==> src/rtl/dcache_port_arbiter_if.sv <==
`default_nettype none
// ============================================================================
// Module      : dcache_port_arbiter_if
// Description : Bundle of the two master request ports and the cache port
//               seen by dcache_port_arbiter.
// Revision    : 1.0 - initial release
// ============================================================================
interface dcache_port_arbiter_if;
    // master 0 (core load/store unit)
    logic        m0_req;
    logic        m0_we;
    logic [3:0]  m0_mask;
    logic [7:0]  m0_addr;
    logic [31:0] m0_wdata;
    logic        m0_ack;
    logic [31:0] m0_rdata;
    logic        m0_err;
    // master 1 (debug/DMA port)
    logic        m1_req;
    logic        m1_we;
    logic [3:0]  m1_mask;
    logic [7:0]  m1_addr;
    logic [31:0] m1_wdata;
    logic        m1_ack;
    logic [31:0] m1_rdata;
    logic        m1_err;
    // cache side
    logic        c_request;
    logic        c_we;
    logic        c_re;
    logic [3:0]  c_mask;
    logic [7:0]  c_address;
    logic [31:0] c_data_in;
    logic        c_valid;
    logic [31:0] c_data_out;

    modport slave (
        input  m0_req, m0_we, m0_mask, m0_addr, m0_wdata,
        input  m1_req, m1_we, m1_mask, m1_addr, m1_wdata,
        output m0_ack, m0_rdata, m0_err,
        output m1_ack, m1_rdata, m1_err,
        output c_request, c_we, c_re, c_mask, c_address, c_data_in,
        input  c_valid, c_data_out
    );

    modport master (
        output m0_req, m0_we, m0_mask, m0_addr, m0_wdata,
        output m1_req, m1_we, m1_mask, m1_addr, m1_wdata,
        input  m0_ack, m0_rdata, m0_err,
        input  m1_ack, m1_rdata, m1_err,
        input  c_request, c_we, c_re, c_mask, c_address, c_data_in,
        output c_valid, c_data_out
    );
endinterface
`default_nettype wire

==> src/rtl/dcache_port_arbiter.sv <==
`default_nettype none
// ============================================================================
// Module      : dcache_port_arbiter
// Description : Round-robin two-master arbiter and sequencer for the
//               single-ported data cache, with a completion watchdog.
// Revision    : 1.0 - initial release
// ============================================================================
module dcache_port_arbiter #(
    parameter int TIMEOUT = 16,
    parameter int CNT_W   = 5
) (
    input wire                   clk,
    input wire                   rst,
    dcache_port_arbiter_if.slave bus
);
    typedef enum logic [1:0] {
        S_IDLE  = 2'd0,
        S_ISSUE = 2'd1,
        S_WAIT  = 2'd2,
        S_RESP  = 2'd3
    } state_t;

    localparam logic [CNT_W-1:0] CNT_LAST = CNT_W'(TIMEOUT - 1);

    state_t            state_q, state_d;
    logic              prio_q, prio_d;
    logic              owner_q, owner_d;
    logic              we_q, we_d;
    logic [3:0]        mask_q, mask_d;
    logic [7:0]        addr_q, addr_d;
    logic [31:0]       wdata_q, wdata_d;
    logic [CNT_W-1:0]  cnt_q, cnt_d;
    logic              err_q, err_d;
    logic [31:0]       rdata0_q, rdata0_d;
    logic [31:0]       rdata1_q, rdata1_d;

    logic              w_resp;
    logic              w_busy;

    always_ff @(posedge clk) begin
        if (rst) begin
            state_q  <= S_IDLE;
            prio_q   <= 1'b0;
            owner_q  <= 1'b0;
            we_q     <= 1'b0;
            mask_q   <= 4'h0;
            addr_q   <= 8'h00;
            wdata_q  <= 32'h0;
            cnt_q    <= '0;
            err_q    <= 1'b0;
            rdata0_q <= 32'h0;
            rdata1_q <= 32'h0;
        end else begin
            state_q  <= state_d;
            prio_q   <= prio_d;
            owner_q  <= owner_d;
            we_q     <= we_d;
            mask_q   <= mask_d;
            addr_q   <= addr_d;
            wdata_q  <= wdata_d;
            cnt_q    <= cnt_d;
            err_q    <= err_d;
            rdata0_q <= rdata0_d;
            rdata1_q <= rdata1_d;
        end
    end

    always_comb begin
        state_d  = state_q;
        prio_d   = prio_q;
        owner_d  = owner_q;
        we_d     = we_q;
        mask_d   = mask_q;
        addr_d   = addr_q;
        wdata_d  = wdata_q;
        cnt_d    = cnt_q;
        err_d    = err_q;
        rdata0_d = rdata0_q;
        rdata1_d = rdata1_q;

        case (state_q)
            S_IDLE: begin
                if (bus.m0_req || bus.m1_req) begin
                    // a lone requester wins outright; prio only breaks ties
                    owner_d = (bus.m0_req && bus.m1_req) ? prio_q : bus.m1_req;
                    we_d    = owner_d ? bus.m1_we    : bus.m0_we;
                    mask_d  = owner_d ? bus.m1_mask  : bus.m0_mask;
                    addr_d  = owner_d ? bus.m1_addr  : bus.m0_addr;
                    wdata_d = owner_d ? bus.m1_wdata : bus.m0_wdata;
                    state_d = S_ISSUE;
                end
            end
            S_ISSUE: begin
                cnt_d   = '0;
                state_d = S_WAIT;
            end
            S_WAIT: begin
                if (bus.c_valid) begin
                    err_d = 1'b0;
                    if (!we_q) begin
                        if (owner_q) rdata1_d = bus.c_data_out;
                        else         rdata0_d = bus.c_data_out;
                    end
                    state_d = S_RESP;
                end else if (cnt_q == CNT_LAST) begin
                    err_d = 1'b1;
                    if (owner_q) rdata1_d = 32'h0;
                    else         rdata0_d = 32'h0;
                    state_d = S_RESP;
                end else begin
                    cnt_d = cnt_q + 1'b1;
                end
            end
            S_RESP: begin
                prio_d  = ~owner_q;
                state_d = S_IDLE;
            end
            default: state_d = S_IDLE;
        endcase
    end

    // cache-side outputs depend only on state and latched fields
    assign w_resp = (state_q == S_RESP);
    assign w_busy = (state_q == S_ISSUE) || (state_q == S_WAIT);

    assign bus.m0_ack    = w_resp & ~owner_q;
    assign bus.m1_ack    = w_resp &  owner_q;
    assign bus.m0_err    = w_resp & ~owner_q & err_q;
    assign bus.m1_err    = w_resp &  owner_q & err_q;
    assign bus.m0_rdata  = rdata0_q;
    assign bus.m1_rdata  = rdata1_q;

    assign bus.c_request = (state_q == S_ISSUE);
    assign bus.c_we      = w_busy &  we_q;
    assign bus.c_re      = w_busy & ~we_q;
    assign bus.c_mask    = mask_q;
    assign bus.c_address = addr_q;
    assign bus.c_data_in = wdata_q;
endmodule
`default_nettype wire
==> src/flat_wrapper.sv <==
// flat-port wrapper written by rule: the top's interface ports become plain ports
module dcache_port_arbiter_flat 
#(
    parameter int TIMEOUT = 16,
    parameter int CNT_W   = 5
)
  (clk, rst, bus_m0_req, bus_m0_we, bus_m0_mask, bus_m0_addr, bus_m0_wdata, bus_m1_req, bus_m1_we, bus_m1_mask, bus_m1_addr, bus_m1_wdata, bus_m0_ack, bus_m0_rdata, bus_m0_err, bus_m1_ack, bus_m1_rdata, bus_m1_err, bus_c_request, bus_c_we, bus_c_re, bus_c_mask, bus_c_address, bus_c_data_in, bus_c_valid, bus_c_data_out);
  dcache_port_arbiter_if bus_i ();
  input wire clk;
  input wire rst;
  input wire logic [$bits(bus_i.m0_req)-1:0] bus_m0_req;
  input wire logic [$bits(bus_i.m0_we)-1:0] bus_m0_we;
  input wire logic [$bits(bus_i.m0_mask)-1:0] bus_m0_mask;
  input wire logic [$bits(bus_i.m0_addr)-1:0] bus_m0_addr;
  input wire logic [$bits(bus_i.m0_wdata)-1:0] bus_m0_wdata;
  input wire logic [$bits(bus_i.m1_req)-1:0] bus_m1_req;
  input wire logic [$bits(bus_i.m1_we)-1:0] bus_m1_we;
  input wire logic [$bits(bus_i.m1_mask)-1:0] bus_m1_mask;
  input wire logic [$bits(bus_i.m1_addr)-1:0] bus_m1_addr;
  input wire logic [$bits(bus_i.m1_wdata)-1:0] bus_m1_wdata;
  output wire logic [$bits(bus_i.m0_ack)-1:0] bus_m0_ack;
  output wire logic [$bits(bus_i.m0_rdata)-1:0] bus_m0_rdata;
  output wire logic [$bits(bus_i.m0_err)-1:0] bus_m0_err;
  output wire logic [$bits(bus_i.m1_ack)-1:0] bus_m1_ack;
  output wire logic [$bits(bus_i.m1_rdata)-1:0] bus_m1_rdata;
  output wire logic [$bits(bus_i.m1_err)-1:0] bus_m1_err;
  output wire logic [$bits(bus_i.c_request)-1:0] bus_c_request;
  output wire logic [$bits(bus_i.c_we)-1:0] bus_c_we;
  output wire logic [$bits(bus_i.c_re)-1:0] bus_c_re;
  output wire logic [$bits(bus_i.c_mask)-1:0] bus_c_mask;
  output wire logic [$bits(bus_i.c_address)-1:0] bus_c_address;
  output wire logic [$bits(bus_i.c_data_in)-1:0] bus_c_data_in;
  input wire logic [$bits(bus_i.c_valid)-1:0] bus_c_valid;
  input wire logic [$bits(bus_i.c_data_out)-1:0] bus_c_data_out;
  assign bus_i.m0_req = bus_m0_req;
  assign bus_i.m0_we = bus_m0_we;
  assign bus_i.m0_mask = bus_m0_mask;
  assign bus_i.m0_addr = bus_m0_addr;
  assign bus_i.m0_wdata = bus_m0_wdata;
  assign bus_i.m1_req = bus_m1_req;
  assign bus_i.m1_we = bus_m1_we;
  assign bus_i.m1_mask = bus_m1_mask;
  assign bus_i.m1_addr = bus_m1_addr;
  assign bus_i.m1_wdata = bus_m1_wdata;
  assign bus_m0_ack = bus_i.m0_ack;
  assign bus_m0_rdata = bus_i.m0_rdata;
  assign bus_m0_err = bus_i.m0_err;
  assign bus_m1_ack = bus_i.m1_ack;
  assign bus_m1_rdata = bus_i.m1_rdata;
  assign bus_m1_err = bus_i.m1_err;
  assign bus_c_request = bus_i.c_request;
  assign bus_c_we = bus_i.c_we;
  assign bus_c_re = bus_i.c_re;
  assign bus_c_mask = bus_i.c_mask;
  assign bus_c_address = bus_i.c_address;
  assign bus_c_data_in = bus_i.c_data_in;
  assign bus_i.c_valid = bus_c_valid;
  assign bus_i.c_data_out = bus_c_data_out;
  dcache_port_arbiter #(.TIMEOUT(TIMEOUT), .CNT_W(CNT_W)) u_core (.clk(clk), .rst(rst), .bus(bus_i));
endmodule
==> config.mk <==
export PLATFORM = sky130hd
export DESIGN_NAME = dcache_port_arbiter_flat
export DESIGN_NICKNAME = d
export VERILOG_FILES = /design/src/rtl/dcache_port_arbiter_if.sv /design/src/rtl/dcache_port_arbiter.sv /design/src/flat_wrapper.sv
export SDC_FILE = /design/constraint.sdc
export NUM_CORES = 1
export LEC_CHECK = 0
export ABC_AREA = 1
export CAP_MARGIN = 20
export CORE_UTILIZATION = 43
export CTS_CLUSTER_DIAMETER = 80
export DETAILED_ROUTE_END_ITERATION = 12
export PLACE_DENSITY_LB_ADDON = 0.3
export SYNTH_ARGS = -nofsm -noshare
export SYNTH_HDL_FRONTEND = slang
export SYNTH_SLANG_ARGS = --single-unit
==> constraint.sdc <==
create_clock -name clk -period 1.8 [get_ports clk]
set_input_delay 0.18 -clock clk [delete_from_list [all_inputs] [get_ports clk]]
set_output_delay 0.18 -clock clk [all_outputs]
set_load 0.01 [all_outputs]
==> results of run 1 <==
## critical path: cells and delay by family, from the launching register on
family	cells	cell delay, ns
fa+ha+maj	1	0.17
simple gates	1	0.18
buf+inv	3	0.47
flops	1	0.32
## worst paths after layout
kind                            from                 endpoint  slack (ns)  cells after the start
max                u_core.state_q[1]               bus_m0_err        0.08                      5
min                       bus_m1_req           u_core.owner_q        0.15                      3
max reg2reg          u_core.cnt_q[0]  u_core.bus.m1_rdata[14]        0.11                     11
min reg2reg  u_core.bus.m0_rdata[26]  u_core.bus.m0_rdata[26]        0.46                      2
## routing by layer
| layer | vias up | wire, µm | track usage (%) |
|---|---|---|---|
| met2 | 210 | 8030 | 42.0 |
| met3 | 23 | 1460 | 8.96 |
| met5 | - | 0 | 0 |
| met1 | 2695 | 6980 | 28.3 |
| met4 | 0 | 374 | 9.21 |
| li1 | 3098 | - | - |
## final cells by class
| cell class | count | share of cell area [%] |
|---|---|---|
| clock buffer | 17 | 4.71 |
| timing repair buffer | 267 | 30.1 |
| sequential | 119 | 26.4 |
| inverter | 155 | 6.47 |
| tap | 172 | 2.38 |
| multi-input combinational | 529 | 27.4 |
| clock inverter | 15 | 2.51 |
## Yosys cell counts, types with 3 or more instances
cell type                  instances
sky130_fd_sc_hd__buf_1             5
sky130_fd_sc_hd__buf_4             7
sky130_fd_sc_hd__nand2_2          19
sky130_fd_sc_hd__dfxtp_1         119
sky130_fd_sc_hd__buf_2            27
sky130_fd_sc_hd__buf_6             7
sky130_fd_sc_hd__nand3_1         127
sky130_fd_sc_hd__nor2_1           61
sky130_fd_sc_hd__nand2_1         190
sky130_fd_sc_hd__inv_1           151
sky130_fd_sc_hd__a21oi_1          86
sky130_fd_sc_hd__ha_1              7
sky130_fd_sc_hd__inv_2             3
sky130_fd_sc_hd__o21ai_0          20
sky130_fd_sc_hd__clkbuf_1          7
sky130_fd_sc_hd__nor2_2           13
## logic make-up after synthesis
group	synth area share, %
and+or+nand+nor	31.2
buffers and inverters	15.8
DFF	41.5
AOI/OAI and AO/OA	9.88
adders and majority gates	1.53
## timing repair
action,4_1_cts,5_1_grt
buffers inserted,0,1
pin swaps,0,1
gates cloned,0,1
resized for setup,9,12
setup endpoints to repair,6,48
endpoints found under the hold margin,0,0
## per-stage QoR
| stage | hold slack, ns | area (µm²) |
|---|---|---|
| floorplan | 0.371 | 5730 |
| global placement | 0.449 | 8320 |
| detailed placement | 0.457 | 8320 |
| CTS | 0.136 | 8970 |
| global route | 0.168 | 9030 |
| finish | 0.155 | 9030 |
## flip-flops by register name (all words and copies together) (netlist names)
| register | flops |
|---|---|
| u_core.bus.c_data_in | 32 |
| u_core.bus.m0_rdata | 32 |
| u_core.bus.m1_rdata | 32 |
| u_core.bus.c_address | 8 |
| u_core.cnt_q | 5 |
| u_core.bus.c_mask | 4 |
| u_core.state_q | 2 |
| u_core.err_q | 1 |
| u_core.owner_q | 1 |
| u_core.prio_q | 1 |
| u_core.we_q | 1 |
## power groups by stage
| stage | Sequential (µW) | Combinational [µW] | Clock, µW |
|---|---|---|---|
| after floorplan | 3510 | 1700 | 0 |
| after global placement | 3350 | 3550 | 0 |
| after detailed placement | 3360 | 3560 | 0 |
| after CTS | 3300 | 3620 | 3750 |
| after global routing | 3360 | 3950 | 3880 |
| final | 3300 | 3600 | 3710 |
==> results.yml, run 1 <==
pwr:
  netSwitchingFraction_pct: 31.7
  power_spent_charging_and_discharging_nets_uw: 3360
  p_comb_share_pct: 33.9
  power.internal_uw: 7250
  power_leakage_uw: 0.00418
  clkPwrFrac_pct: 34.9
  total_power_uw: 10600
  vdd_drop_max_uv: 827
  p_per_area_nw_per_um2: 1180
  power.sequential.fraction_pct: 31.1
detailed_routing:
  wirelength_um: 16800
  final_antenna_net_count: 0
  drc: 0
  dr_total_vias: 6026
  drt_first_iter_violations: 440
  drt_pre_antenna_iters: 6
  post_drt_via_cell_ratio: 4.73
  avgRoutedWirePerCell_um: 13.2
logic_synthesis:
  yosysWarnings: 0
  count_of_flip_flops_with_a_built_in_enable_after_synthesis: 0
  synth_area_um2: 5730
  post_synth_num_cell_types: 24
  synth.top_cells.by_area: "sky130_fd_sc_hd__dfxtp_1, sky130_fd_sc_hd__nand2_1, sky130_fd_sc_hd__nand3_1, sky130_fd_sc_hd__inv_1, sky130_fd_sc_hd__a21oi_1"
  synth_largest_type_area_fraction_pct: 41.5
  post_synth_inst_count: 857
  synth-main-ff-cell: "sky130_fd_sc_hd__dfxtp_1"
  avgSynthCellArea_um2: 6.69
  async_reset_ff_share_pct: 0
  synth.net_count: 991
  seq_area_frac_synth_pct: 41.5
  postSynthRegisterBits: 119
  synth_area_leader_cell: "sky130_fd_sc_hd__dfxtp_1"
setup_path:
  timing.critical_path.to_type: "output pin"
  timing_worst_setup_path_type: "flop to output pin"
  critical_path.cell_chain: "buf_4 > ha_1 > inv_1 > nor3_1 > clkdlybuf4s15_1"
  data_arrival_at_the_endpoint_of_the_critical_path_ns: 1.54
  worst_setup_path_start_kind: "flop"
  critical_path.slowest_cell: "sky130_fd_sc_hd__dfxtp_1"
  timing.critical_path.required_ns: 1.62
  cpPeakStageDelay_ns: 0.32
  cp_max_fo: 3
layout:
  final-seq-area_um2: 2380
  num-fill-cells: 1113
  most_common_library_cell_in_the_layout_ignoring_fill_and_taps: "sky130_fd_sc_hd__clkdlybuf4s50_1"
  synthesis_to_layout_area_growth_pct: 57.4
  postLayoutCoreUtil_pct: 70.4
  multiInputGateArea_um2: 2470
  final_cell_count_no_fill: 1274
  antennaDiodeCount: 0
  nets: 1223
  highest_count_cells_in_the_layout_ignoring_fill_and_taps: "sky130_fd_sc_hd__clkdlybuf4s50_1, sky130_fd_sc_hd__nand2_1, sky130_fd_sc_hd__inv_1, sky130_fd_sc_hd__nand3_1, sky130_fd_sc_hd__dfxtp_1"
  final_layout_size_suffix_gt1_share_pct: 9.26
global_route:
  grt.overflow.total: 0
  pin_count_of_the_biggest_net_entering_global_routing: 52
  grt_first_pass_wirelength_um: 27500
  gr-usage-all-layers_pct: 24.7
  first_global_vias: 5596
  grt_antenna_before_repair: 0
die:
  die_w_um: 117
  top_level_i_o_count: 242
  core_area_um2: 12800
  die_outline_area_um2: 13800
  die_h_um: 117
  initial_core_util_pct: 44.7
  row_count: 41
clock_tree:
  clk_path_buf_depth: 2
  cts_made_buffers: 17
  tritoncts_num_sinks: 119
  cts_htree_levels: 4
  clkTransAtPathRegs_ns: 0.05
  tritoncts: "built"
  number_of_hold_buffers_added_after_cts: 0
  worst_skew_pair.late_latency_ns: 0.41
  cts_root_buf: "sky130_fd_sc_hd__clkbuf_16"
sta:
  post-route-min-period_ns: 1.72
  final_hold_viol_count: 0
  final-max-slew-violation-count: 0
  max_slew.worst_pin.slew_ns: 0.367
  max-slew-margin-rel_pct: 75.5
  period_share_pct: 95.6
  layout_setup_ws_ns: 0.0796
  clock-skew-final_ns: 0.00993
  fin_setup_tns_ns: 0
  total_setup_violations_reported_at_the_end_of_the_flow: 0
  clock.fmax_mhz: 581
placed_design:
  preCtsSetupSlack_ns: 0.0116
  gpl.final_weighted_congestion: 0.792
  dp_cells: 1240
  port-buffer-count: 241
  hpwl_um: 12100
status:
  status: "finished clean"
flow_run:
  cap_viol_max_count: 0
min_path:
  min-delay-path-class: "input port to flop"
No activity file was read; power rests on OpenSTA's default activity.
==> run 2: changes to the inputs <==
- ABC_CLOCK_PERIOD_IN_PS: default -> 1800
==> results of run 2 <==
Same layout as run 1: the final DEF is identical, and so are final timing and power.
==> run 3: changes to the inputs <==
- CORE_UTILIZATION: 43 -> 35
==> run 3 against run 2 <==
Net effect: setup slack improved by 0.034 ns; largest power group is now combinational logic; sequential share of layout area barely moved; clock power fell by 9.2%; fmax rose by 2.0%.
==> results.yml, run 3 (synthesized netlist as in run 1, its figures left out) <==
status:
  status: "finished clean"
pwr:
  power_spent_charging_and_discharging_nets_uw: 3310
  p_comb_share_pct: 35.2
  p_per_area_nw_per_um2: 1140
  clkPwrFrac_pct: 32.8
  power.sequential.fraction_pct: 32.1
  power_leakage_uw: 0.00416
  power.internal_uw: 6970
  total_power_uw: 10300
  netSwitchingFraction_pct: 32.2
  vdd_drop_max_uv: 726
placed_design:
  dp_cells: 1288
  gpl.final_weighted_congestion: 0.773
  hpwl_um: 12300
  port-buffer-count: 241
  preCtsSetupSlack_ns: 0.0399
setup_path:
  rr_endpoint: "u_core.bus.m1_rdata[19]"
  setup.reg_to_reg.worst_slack_ns: 0.13
  cp_max_fo: 3
  data_arrival_at_the_endpoint_of_the_critical_path_ns: 1.51
  timing.critical_path.required_ns: 1.62
  worst_setup_path_start_kind: "flop"
  timing_worst_setup_path_type: "flop to output pin"
  worst-r2r-cell-count: 10
  timing.critical_path.to_type: "output pin"
  critical_path.reg2reg.startpoint: "u_core.cnt_q[0]"
layout:
  most_common_library_cell_in_the_layout_ignoring_fill_and_taps: "sky130_fd_sc_hd__clkdlybuf4s50_1"
  num-fill-cells: 1588
  nets: 1225
  highest_count_cells_in_the_layout_ignoring_fill_and_taps: "sky130_fd_sc_hd__clkdlybuf4s50_1, sky130_fd_sc_hd__nand2_1, sky130_fd_sc_hd__inv_1, sky130_fd_sc_hd__nand3_1, sky130_fd_sc_hd__dfxtp_1"
  antennaDiodeCount: 0
  final_cell_count_no_fill: 1320
  synthesis_to_layout_area_growth_pct: 57.1
  final_layout_size_suffix_gt1_share_pct: 9.24
sta:
  final-max-slew-violation-count: 0
  clock.fmax_mhz: 593
  max-slew-margin-rel_pct: 68.9
  fin_setup_tns_ns: 0
  layout_setup_ws_ns: 0.113
  total_setup_violations_reported_at_the_end_of_the_flow: 0
  final_hold_viol_count: 0
  clock-skew-final_ns: 0.0101
  max_slew.worst_pin.slew_ns: 0.466
  grt_setup_unrepaired: "no"
  post-route-min-period_ns: 1.69
  period_share_pct: 93.7
die:
  die_h_um: 130
  core_area_um2: 15900
  row_count: 46
  top_level_i_o_count: 242
  initial_core_util_pct: 36.0
  die_outline_area_um2: 16900
  die_w_um: 130
clock_tree:
  clk_path_buf_depth: 2
  number_of_hold_buffers_added_after_cts: 0
  cts_root_buf: "sky130_fd_sc_hd__clkbuf_16"
  tritoncts: "built"
  tritoncts_num_sinks: 119
  cts_made_buffers: 17
  worst_skew_pair.late_latency_ns: 0.41
  cts_htree_levels: 4
  clkTransAtPathRegs_ns: 0.05
min_path:
  whs_path_depth: 3
  hold_path_end: "u_core.owner_q"
  startpoint_of_the_lowest_slack_hold_path: "bus_m1_req"
  min-delay-path-class: "input port to flop"
detailed_routing:
  drt_pre_antenna_iters: 4
  drt_first_iter_violations: 202
  wirelength_um: 17100
  post_drt_via_cell_ratio: 4.46
  final_antenna_net_count: 0
  drc: 0
  dr_total_vias: 5884
  avgRoutedWirePerCell_um: 13.0
global_route:
  grt_first_pass_wirelength_um: 27300
  pin_count_of_the_biggest_net_entering_global_routing: 47
  grt.overflow.total: 0
  first_global_vias: 5524
  gr-usage-all-layers_pct: 20.9
  grt_antenna_before_repair: 0
flow_run:
  cap_viol_max_count: 0
[run 3: cell count changes in the layout (fill, tap and decap cells not counted), sizes merged]
| cell | change |
|---|---|
| buf | +4 |
| bufinv | -2 |
| clkbuf | +2 |
| clkinv | +2 |
| clkdlybuf4s15 | -1 |
| clkinvlp | -1 |
| dlygate4sd2 | -1 |
| inv | -1 |
[run 3: worst max-delay path by stage]
stage                            startpoint                       to  slack [ns]  cells past startpoint
after floorplan             u_core.cnt_q[1]  u_core.bus.m0_rdata[10]        0.25                     10
after global placement    u_core.state_q[0]                 bus_c_re        0.13                      5
after detailed placement    u_core.cnt_q[0]  u_core.bus.m1_rdata[11]        0.04                     10
after CTS                 u_core.state_q[0]                 bus_c_we       0.009                      6
final                     u_core.state_q[0]               bus_m0_ack        0.11                      5
after global routing      u_core.state_q[0]               bus_m1_err       0.007                      5
[run 3: area by class of cell]
class                   count  area [µm²]  share of cell area, %
repair buffers            269        2720                   30.1
flip-flops and latches    119        2380                   26.4
inverters                 155         584                   6.48
clock inverters            13         156                   1.74
clock buffers              19         433                   4.80
well taps                 216         270                   3.00
multi-input cells         529        2470                   27.4
[run 3: per-layer routing]
metal	up-vias	part of all wire [%]	track usage (%)
met3	6	9.2	8.00
met4	0	0.57	5.88
met5	-	0	0
li1	3103	-	-
met1	2566	43	24.5
met2	209	47	35.6
[run 3: per-stage QoR]
stage / utilization (%) / hold WS (ns) / area, µm²
global placement: 52.7 / 0.448 / 8400
floorplan: - / 0.371 / 5730
detailed placement: 52.7 / 0.453 / 8400
global route: 56.5 / 0.112 / 9010
CTS: 56.4 / 0.0939 / 8990
finish: 56.5 / 0.114 / 9010
[run 3: what timing repair did]
item,CTS,global route
pin swaps,0,2
setup buffers,0,0
resized for setup,12,18
endpoints found under the setup margin,7,68
gates cloned,0,0
[run 3: power groups by stage]
stage	sequential (µW)	clock, µW	combinational, µW
4_1_cts	3290	3470	3630
2_1_floorplan	3510	0	1700
6_report	3290	3370	3610
3_3_place_gp	3330	0	3620
3_5_place_dp	3340	0	3620
5_1_grt	3340	3590	4000
[run 3: worst max-delay path, cell delays in order (launching register included)]
cell                            delay, ns
sky130_fd_sc_hd__dfxtp_1             0.31
sky130_fd_sc_hd__buf_4               0.13
sky130_fd_sc_hd__ha_1                0.22
sky130_fd_sc_hd__inv_1               0.10
sky130_fd_sc_hd__nor2_1              0.05
sky130_fd_sc_hd__dlygate4sd2_1       0.30
